==> src/rtl/mem_port_arbiter.sv <==
// rtl/mem_port_arbiter.sv - single-port memory sequencer/arbiter for fetch and load/store traffic
// Data beats fetch when both are idle-pending; a started access always runs to DONE or timeout.
module mem_port_arbiter #(
  parameter int ADDR_W  = 32,
  parameter int DATA_W  = 32,
  parameter int TIMEOUT = 16
) (
  input  logic              clk,
  input  logic              reset,
  input  logic              if_req,
  input  logic [ADDR_W-1:0] if_addr,
  output logic [DATA_W-1:0] if_rdata,
  output logic              if_valid,
  output logic              stall_if,
  input  logic              dm_read,
  input  logic              dm_write,
  input  logic [ADDR_W-1:0] dm_addr,
  input  logic [DATA_W-1:0] dm_wdata,
  output logic [DATA_W-1:0] dm_rdata,
  output logic              dm_valid,
  output logic              stall_mem,
  output logic              mem_req,
  output logic              mem_we,
  output logic [ADDR_W-1:0] mem_addr,
  output logic [DATA_W-1:0] mem_wdata,
  input  logic [DATA_W-1:0] mem_rdata,
  input  logic              mem_ready,
  output logic              bus_err
);

  localparam int CNT_W = (TIMEOUT > 1) ? $clog2(TIMEOUT + 1) : 1;
  localparam logic [CNT_W-1:0] CNT_LAST = (TIMEOUT > 0) ? CNT_W'(TIMEOUT - 1) : '0;
  localparam logic TIMEOUT_EN = (TIMEOUT != 0);

  typedef enum logic [2:0] {
    S_IDLE  = 3'd0,
    S_DATA  = 3'd1,
    S_DDONE = 3'd2,
    S_FETCH = 3'd3,
    S_FDONE = 3'd4
  } state_t;

  state_t state_q, state_d;

  logic              mem_req_q,   mem_req_d;
  logic              mem_we_q,    mem_we_d;
  logic [ADDR_W-1:0] mem_addr_q,  mem_addr_d;
  logic [DATA_W-1:0] mem_wdata_q, mem_wdata_d;
  logic [DATA_W-1:0] if_rdata_q,  if_rdata_d;
  logic [DATA_W-1:0] dm_rdata_q,  dm_rdata_d;
  logic [CNT_W-1:0]  cnt_q,       cnt_d;
  logic              bus_err_q,   bus_err_d;

  logic dm_any;
  logic ready_hit;
  logic timed_out;

  // mem_ready only counts while a request is actually on the port.
  assign dm_any    = dm_read | dm_write;
  assign ready_hit = mem_req_q & mem_ready;
  assign timed_out = TIMEOUT_EN & ~ready_hit & (cnt_q == CNT_LAST);

  always_ff @(posedge clk) begin
    if (!reset) begin
      state_q <= S_IDLE;
    end else begin
      state_q <= state_d;
    end
  end

  always_comb begin
    state_d = state_q;
    case (state_q)
      S_IDLE: begin
        if (dm_any) begin
          state_d = S_DATA;
        end else if (if_req) begin
          state_d = S_FETCH;
        end
      end
      S_DATA: begin
        if (ready_hit || timed_out) begin
          state_d = S_DDONE;
        end
      end
      S_FETCH: begin
        if (ready_hit || timed_out) begin
          state_d = S_FDONE;
        end
      end
      S_DDONE: state_d = S_IDLE;
      S_FDONE: state_d = S_IDLE;
      default: state_d = S_IDLE;
    endcase
  end

  always_comb begin
    dm_valid  = (state_q == S_DDONE);
    if_valid  = (state_q == S_FDONE);
    stall_mem = dm_any && (state_q != S_DDONE);
    stall_if  = (if_req && (state_q != S_FDONE)) || stall_mem;
  end

  // Port registers and captured read data; address/we/wdata stay frozen during an access.
  always_comb begin
    mem_req_d   = mem_req_q;
    mem_we_d    = mem_we_q;
    mem_addr_d  = mem_addr_q;
    mem_wdata_d = mem_wdata_q;
    if_rdata_d  = if_rdata_q;
    dm_rdata_d  = dm_rdata_q;
    cnt_d       = cnt_q;
    bus_err_d   = bus_err_q;
    case (state_q)
      S_IDLE: begin
        if (dm_any) begin
          mem_req_d   = 1'b1;
          mem_we_d    = dm_write;
          mem_addr_d  = dm_addr;
          mem_wdata_d = dm_wdata;
          cnt_d       = '0;
        end else if (if_req) begin
          mem_req_d  = 1'b1;
          mem_we_d   = 1'b0;
          mem_addr_d = if_addr;
          cnt_d      = '0;
        end else begin
          mem_req_d = 1'b0;
        end
      end
      S_DATA: begin
        if (ready_hit) begin
          mem_req_d = 1'b0;
          if (!mem_we_q) begin
            dm_rdata_d = mem_rdata;
          end
        end else if (timed_out) begin
          mem_req_d = 1'b0;
          bus_err_d = 1'b1;
          if (!mem_we_q) begin
            dm_rdata_d = '0;
          end
        end else if (TIMEOUT_EN) begin
          cnt_d = cnt_q + CNT_W'(1);
        end
      end
      S_FETCH: begin
        if (ready_hit) begin
          mem_req_d  = 1'b0;
          if_rdata_d = mem_rdata;
        end else if (timed_out) begin
          mem_req_d  = 1'b0;
          bus_err_d  = 1'b1;
          if_rdata_d = '0;
        end else if (TIMEOUT_EN) begin
          cnt_d = cnt_q + CNT_W'(1);
        end
      end
      default: begin
        mem_req_d = 1'b0;
      end
    endcase
  end

  always_ff @(posedge clk) begin
    if (!reset) begin
      mem_req_q   <= 1'b0;
      mem_we_q    <= 1'b0;
      mem_addr_q  <= '0;
      mem_wdata_q <= '0;
      if_rdata_q  <= '0;
      dm_rdata_q  <= '0;
      cnt_q       <= '0;
      bus_err_q   <= 1'b0;
    end else begin
      mem_req_q   <= mem_req_d;
      mem_we_q    <= mem_we_d;
      mem_addr_q  <= mem_addr_d;
      mem_wdata_q <= mem_wdata_d;
      if_rdata_q  <= if_rdata_d;
      dm_rdata_q  <= dm_rdata_d;
      cnt_q       <= cnt_d;
      bus_err_q   <= bus_err_d;
    end
  end

  assign mem_req   = mem_req_q;
  assign mem_we    = mem_we_q;
  assign mem_addr  = mem_addr_q;
  assign mem_wdata = mem_wdata_q;
  assign if_rdata  = if_rdata_q;
  assign dm_rdata  = dm_rdata_q;
  assign bus_err   = bus_err_q;

endmodule
==> config.mk <==
export PLATFORM = sky130hd
export DESIGN_NAME = mem_port_arbiter
export DESIGN_NICKNAME = d
export VERILOG_FILES = /design/src/rtl/mem_port_arbiter.sv
export SDC_FILE = /design/constraint.sdc
export NUM_CORES = 1
export LEC_CHECK = 0
export BUFFER_PORTS_ARGS = -buffer_cell sky130_fd_sc_hd__buf_2
export CORE_MARGIN = 5
export CORE_UTILIZATION = 46
export CTS_CLUSTER_DIAMETER = 100
export DETAILED_ROUTE_END_ITERATION = 8
export GPL_TIMING_DRIVEN = 0
export PLACE_DENSITY_LB_ADDON = 0.1
export SLEW_MARGIN = 20
export SYNTH_ARGS = -nofsm -noshare
export SYNTH_HDL_FRONTEND = slang
export SYNTH_SLANG_ARGS = --single-unit
==> constraint.sdc <==
create_clock -name clk -period 2.9 [get_ports clk]
set_input_delay 0 -clock clk [delete_from_list [all_inputs] [get_ports clk]]
set_output_delay 0 -clock clk [all_outputs]
set_load 0.02 [all_outputs]
**After elaboration in Yosys (flattened, before gate mapping)**

Index checks and enable logic that the tools add are counted.

- Bits in latches: 0
- Bits in writable memories: 0
- Output and inout port bits: 135
- Input port bits: 134
- Register bits: 139
- Memories: 0
- Bits in read-only memories: 0

- Reduce and logical (&&, ||, !) cells: 16
- Divide/modulo/power cells: 0
- Mux-type cells: 25
- $lt $le $gt $ge: 0
- $mul: 0
- $add $sub $neg: 1
- Bitwise gates (word level): 4
- Shift-type cells: 0
- Eq/ne operators: 15

Operator list:

| kind | number |
|---|---|
| 32-bit two-way mux | 8 |
| 5-bit two-way mux | 4 |
| 3-bit two-way mux | 4 |
| 2-bit != test (second input constant) | 6 |
| 5-bit one-hot mux with 2 select lines | 1 |
| 3-bit one-hot mux with 3 select lines | 1 |
| 4-bit AND reduction | 2 |
| 3-bit by 2-bit == test with 1-bit output (second input constant) | 2 |
| 1-bit two-way mux | 6 |
| 3-bit != test (second input constant) | 2 |
| 2-bit AND reduction | 3 |
| 3-bit AND reduction | 2 |
| 2-bit nonzero test | 3 |
| 5-bit by 1-bit adder with 5-bit output (second input constant) | 1 |
| 5-bit by 4-bit == test with 1-bit output (second input constant) | 1 |
| 3-bit by 1-bit == test with 1-bit output (second input constant) | 1 |
| 3-bit == test (second input constant) | 1 |
| 3-bit logical NOT | 1 |
| 3-bit by 1-bit != test with 1-bit output (second input constant) | 1 |
| 3-bit by 2-bit != test with 1-bit output (second input constant) | 1 |
| 1-bit AND | 2 |
| 1-bit logical AND | 2 |
| 1-bit logical OR | 2 |
| 1-bit one-hot mux with 2 select lines | 1 |
| 3 further kinds | 3 |

**Logic depth before layout (Yosys ltp)**

- Depth in word-level cells: 6
- Gate-level depth with buffers: 7

**Worst setup path before layout**

OpenSTA, ideal clock, no wires.

- Path type: reg2reg
- Start point: register cnt_q[0]
- End point: register state_q[1]
- Setup time: 0.112 ns
- Stages on the path, launching flop included: 8
- Arrival: 1.690 ns
- Buffers on the path: 1
- Slack: 1.098 ns
- Cell sequence: dfxtp_1 -> ha_1 -> and3_1 -> ha_1 -> a21oi_2 -> buf_4 -> nand2_1 -> a2111oi_1

- Cells in the longest elaborated chain, start to end: 5
- Elaborated cells between the ends (all ways): 6
- Those cells by class: eq/ne: 3; bitwise: 1; reduce/logical: 2

Ends and longest elaborated chain:

| what | line | RTL |
|---|---|---|
| from (decl) | 51 | `logic [CNT_W-1:0] cnt_q, cnt_d;` |
| from (signal assigned) | 182 | `cnt_q <= cnt_d;` |
| 5-bit by 4-bit == test with 1-bit output (*) | 61 | `assign timed_out = TIMEOUT_EN & ~ready_hit & (cnt_q == CNT_LAST);` |
| 1-bit AND (*) | 61 |  |
| 1-bit logical OR (*) | 82, 87 |  |
| 2-bit != test (no source line) | - |  |
| 3-bit AND reduction (no source line) (*) | - |  |
| to (signal assigned) | 67 | `state_q <= state_d;` |
| to (decl) | 43 | `state_t state_q, state_d;` |

Mark *: on every way between the ends. The rest lies on a longest branch, timed or not.
A chain may end at the register's enable or synchronous reset.

**Worst setup path after layout**

- Start point: register state_q[2]
- End point: register mem_addr_q[17] (netlist: mem_addr[17])

- Cells in the longest elaborated chain, start to end: 2

Ends and longest elaborated chain:

| what | line | RTL |
|---|---|---|
| 3-bit logical NOT | 114 | `case (state_q)` |
| 2-bit AND reduction (no source line) | - |  |
| to (signal assigned) | 178 | `mem_addr_q <= mem_addr_d;` |
| to (decl) | 47 | `logic [ADDR_W-1:0] mem_addr_q, mem_addr_d;` |

No other way between the ends.

==> summary.txt <==
Finish
  • Layout cells sized above 1: a little under a third
  • Fillers: approximately 950
  • Layout area overhead: 60.3%
  • Nets: roughly 1200
  • Non-filler instance count after layout: ~1300

Hold path
  • Hold Path Origin: if_req
  • Worst min path class: in -> reg
  • WHS Endpoint: mem_we$_SDFFE_PN0P_
  • Hold Crit Depth: 4

Synthesis
  • Predominant post-synthesis flop cell: dfxtp_1
  • Mapped Nets: around 830
  • Simple-gate share of the synthesized area: around 17%
  • Adder-cell share of the synthesized area: less than 1%
  • Sequential fraction of the synthesis area: around 50%
  • Synth top area share: a little under 50%
  • Ys Warns: 0
  • Synth cell count leaders: 139 x dfxtp_1, 129 x a21oi_1, 97 x nand3_1
  • Most frequent cell after synthesis: dfxtp_1
  • Largest family of logic cells by synthesized area: compound AO/OA/AOI/OAI gates
  • Synthesized area per cell: between 8 and 9 um2
  • Library cells used by synthesis: 43
  • EDFF count, synth: 0
  • Compound-cell area share of the yosys netlist: a little over a quarter
  • Xor and xnor area share after synthesis: 0%
  • Mux contribution to synthesized area: less than 1%
  • Post-Syn Area: 5730 um2
  • Mapped Cells: a little under 700
  • Yosys reg bits: roughly 140
  • Asr flop ratio synth: 0%
  • Biggest area consumer among synthesized cells: dfxtp_1
  • Top post-synthesis cells by area: dfxtp_1 49%, a21oi_1 11%, nand3_1 8.5%

Global routing
  • Remaining global-route overflow: 0
  • Total GRT Usage: between 20% and 30%
  • Antenna violations before repair: 0
  • Largest net degree at the start of global routing: 17
  • Global-route wire length before repair: around 34 mm
  • Vias in the first global route: just over 7000

Clock tree
  • Num Clock Sinks: between 100 and 150
  • Clock latency on the worst-skew pair: 0.41 ns
  • # H-tree levels: 4
  • Clock buffer depth: 2
  • Num CTS Buffers: 17
  • Post-CTS sizing: 0
  • Clk slew on worst S/H paths: 0.06 ns
  • Clk root buf: clkbuf_16
  • CTS tree: done

Setup path
  • Critical path's most frequent cell: buf_6
  • Worst r2r src: state_q[2]$_SDFFE_PN0P_
  • Worst path slowest cell: dlygate4sd3_1
  • FF-to-FF path depth: 7
  • CP required: roughly 3.3 ns
  • Critical path endpoint category: register
  • Reg2Reg Capture Point: mem_addr[17]$_SDFFE_PN0P_
  • Crit path cell chain: buf_6 > nor3_2 > buf_4 > buf_6 > a21oi_1 > a311oi_1 > dlygate4sd3_1
  • Crit path DAT: about 2.6 ns
  • Worst Path Max Fanout: 10
  • Worst setup SP type: register
  • CP peak stage delay: around 0.60 ns
  • Flop-to-flop setup slack: around 0.7 ns
  • Crit Path Category: reg -> reg

Outcome
  • Status: finished, final reports clean

Routing
  • Drc violations: 0
  • TritonRoute pass-1 iters: 7
  • Wire per inst: between 15 and 20 um
  • DR WL met2: 10.8 mm
  • WL met1: about 8.7 mm
  • Antenna-violating nets left: 0
  • DR top layer: met4
  • Detailed Route Iter0 Violations: about 440
  • Metal3 WL: between 1.5 and 2 mm
  • Vias: between 6000 and 7000
  • Final wirelength: 21.7 mm
  • Via density: about 5.4

Timing
  • Final setup violating endpoints: 0
  • Max Clk Rate: ~450 MHz
  • Tightest Pin Transition: 0.572 ns
  • Fin crit share: 76.0%
  • Final Hold Vio Count: 0
  • Setup TNS: 0 ns
  • Worst Clk Skew: slightly below 0.009 ns
  • Worst rel slew slack: 61.6%
  • Slew Viols, Final: 0
  • Tmin final: 2.20 ns
  • Unrepaired setup endpoints after global routing: false

Power and ir drop
  • Leakage: between 0.004 and 0.005 uW
  • Pwr dens: 604 nW/um2
  • VDD IR max: roughly 0.42 mV

Floorplanning
  • Die area: approximately 15000 um2
  • CORE AREA: approximately 12000 um2
  • Die width: approximately 120 um
  • Cell row count: 40
  • Die height: 122 um
  • Initial Utilization: 47.3%
  • I/O pins: ~270

Place
  • Post-Place Cells: approximately 1100
  • HPWL after DPL: between 10 and 15 mm
  • Gpl congestion: 0.823
  • IO Port Bufs: roughly 270

Run
  • Max-cap viol count: 0
-- how the worst max path moves through the flow --
stage	from	cells after the start	slack [ns]	to
floorplan	cnt_q[0]$_SDFFE_PN0P_	7	1.10	state_q[1]$_SDFFE_PN0P_
global placement	cnt_q[0]$_SDFFE_PN0P_	7	0.84	dm_rdata[4]$_SDFFE_PN0P_
detailed placement	cnt_q[0]$_SDFFE_PN0P_	7	0.79	if_rdata[21]$_SDFFE_PN0P_
CTS	cnt_q[0]$_SDFFE_PN0P_	7	0.77	if_rdata[21]$_SDFFE_PN0P_
global route	cnt_q[0]$_SDFFE_PN0P_	7	0.58	if_rdata[21]$_SDFFE_PN0P_
finish	state_q[2]$_SDFFE_PN0P_	7	0.70	mem_addr[17]$_SDFFE_PN0P_
-- registers in the layout, indices dropped and copies added, names as in the netlist --
| name | cells |
|---|---|
| mem_addr | 32 |
| state_q | 3 |
| dm_rdata | 32 |
| cnt_q | 5 |
| mem_req | 1 |
| mem_wdata | 32 |
| if_rdata | 32 |
| mem_we | 1 |
| bus_err | 1 |
-- cell usage in the layout (no fill, tap or decap), types with 4 or more instances in the layout --
cell / netlist / final
buf_2: 21 / 288
buf_6: 10 / 10
nor2_1: 4 / 4
dfxtp_1: 139 / 139
o21ai_1: 36 / 36
a311oi_1: 33 / 33
o21ai_0: 58 / 58
a21oi_1: 129 / 129
dlygate4sd3_1: 0 / 131
clkbuf_16: 0 / 17
buf_4: 4 / 4
clkbuf_1: 37 / 41
nand2_1: 73 / 73
buf_1: 5 / 5
nand3_1: 97 / 97
-- timing repair --
action | in CTS | in global routing
setup buffers | 0 | 0
hold buffers | 131 | 0
hold endpoints to repair | 135 | 0
-- layer usage --
metal | global-route usage [%] | vias up
met5 | 0 | -
met4 | 12.3 | 0
met3 | 7.52 | 59
met2 | 50.8 | 301
met1 | 32.7 | 3217
li1 | - | 3344
-- cell type report --
cell class                 count  area (um2)  share of cell area, %
antenna                        2        5.00                 0.0545
clock inverter                 7         114                   1.24
multi-input combinational    472        2530                   27.5
sequential                   139        2780                   30.3
clock buffer                  24         482                   5.24
tap                          168         210                   2.29
inverter                       3        11.3                  0.123
timing repair buffer         398        2650                   28.8
buffer                        77         405                   4.41
-- cell families after synthesis --
kind of cell    Yosys count
compound gates          273
simple gates            196
flops                   139
buf+inv                  80
fa+ha+maj                 2
mux                       1
-- worst max-delay path: cells and delay by family (launching register included) --
family | cells | cell delay (ns)
buffers and inverters | 4 | 1.15
AND/OR/NAND/NOR | 1 | 0.28
flip-flops | 1 | 0.31
AO/OA/AOI/OAI | 2 | 0.40
-- stage by stage --
stage	area (um2)	setup WS [ns]	hold slack, ns	total power, uW	util (%)
final	9190	0.697	0.0792	5550	75.9
after global routing	9180	0.577	0.0998	5760	75.8
after CTS	9180	0.770	0.0586	5540	75.8
after detailed placement	7280	0.789	0.258	3160	60.1
after global placement	7280	0.837	0.255	3150	60.1
after floorplan	5730	1.10	0.136	2780	-
-- power breakdown --
group / leakage (uW) / internal, uW / switching (uW)
logic: 0.00267 / 525 / 711
clock network: 0.000294 / 1410 / 789
registers: 0.00114 / 2040 / 68.7
Power figures use the tool's default switching activity.
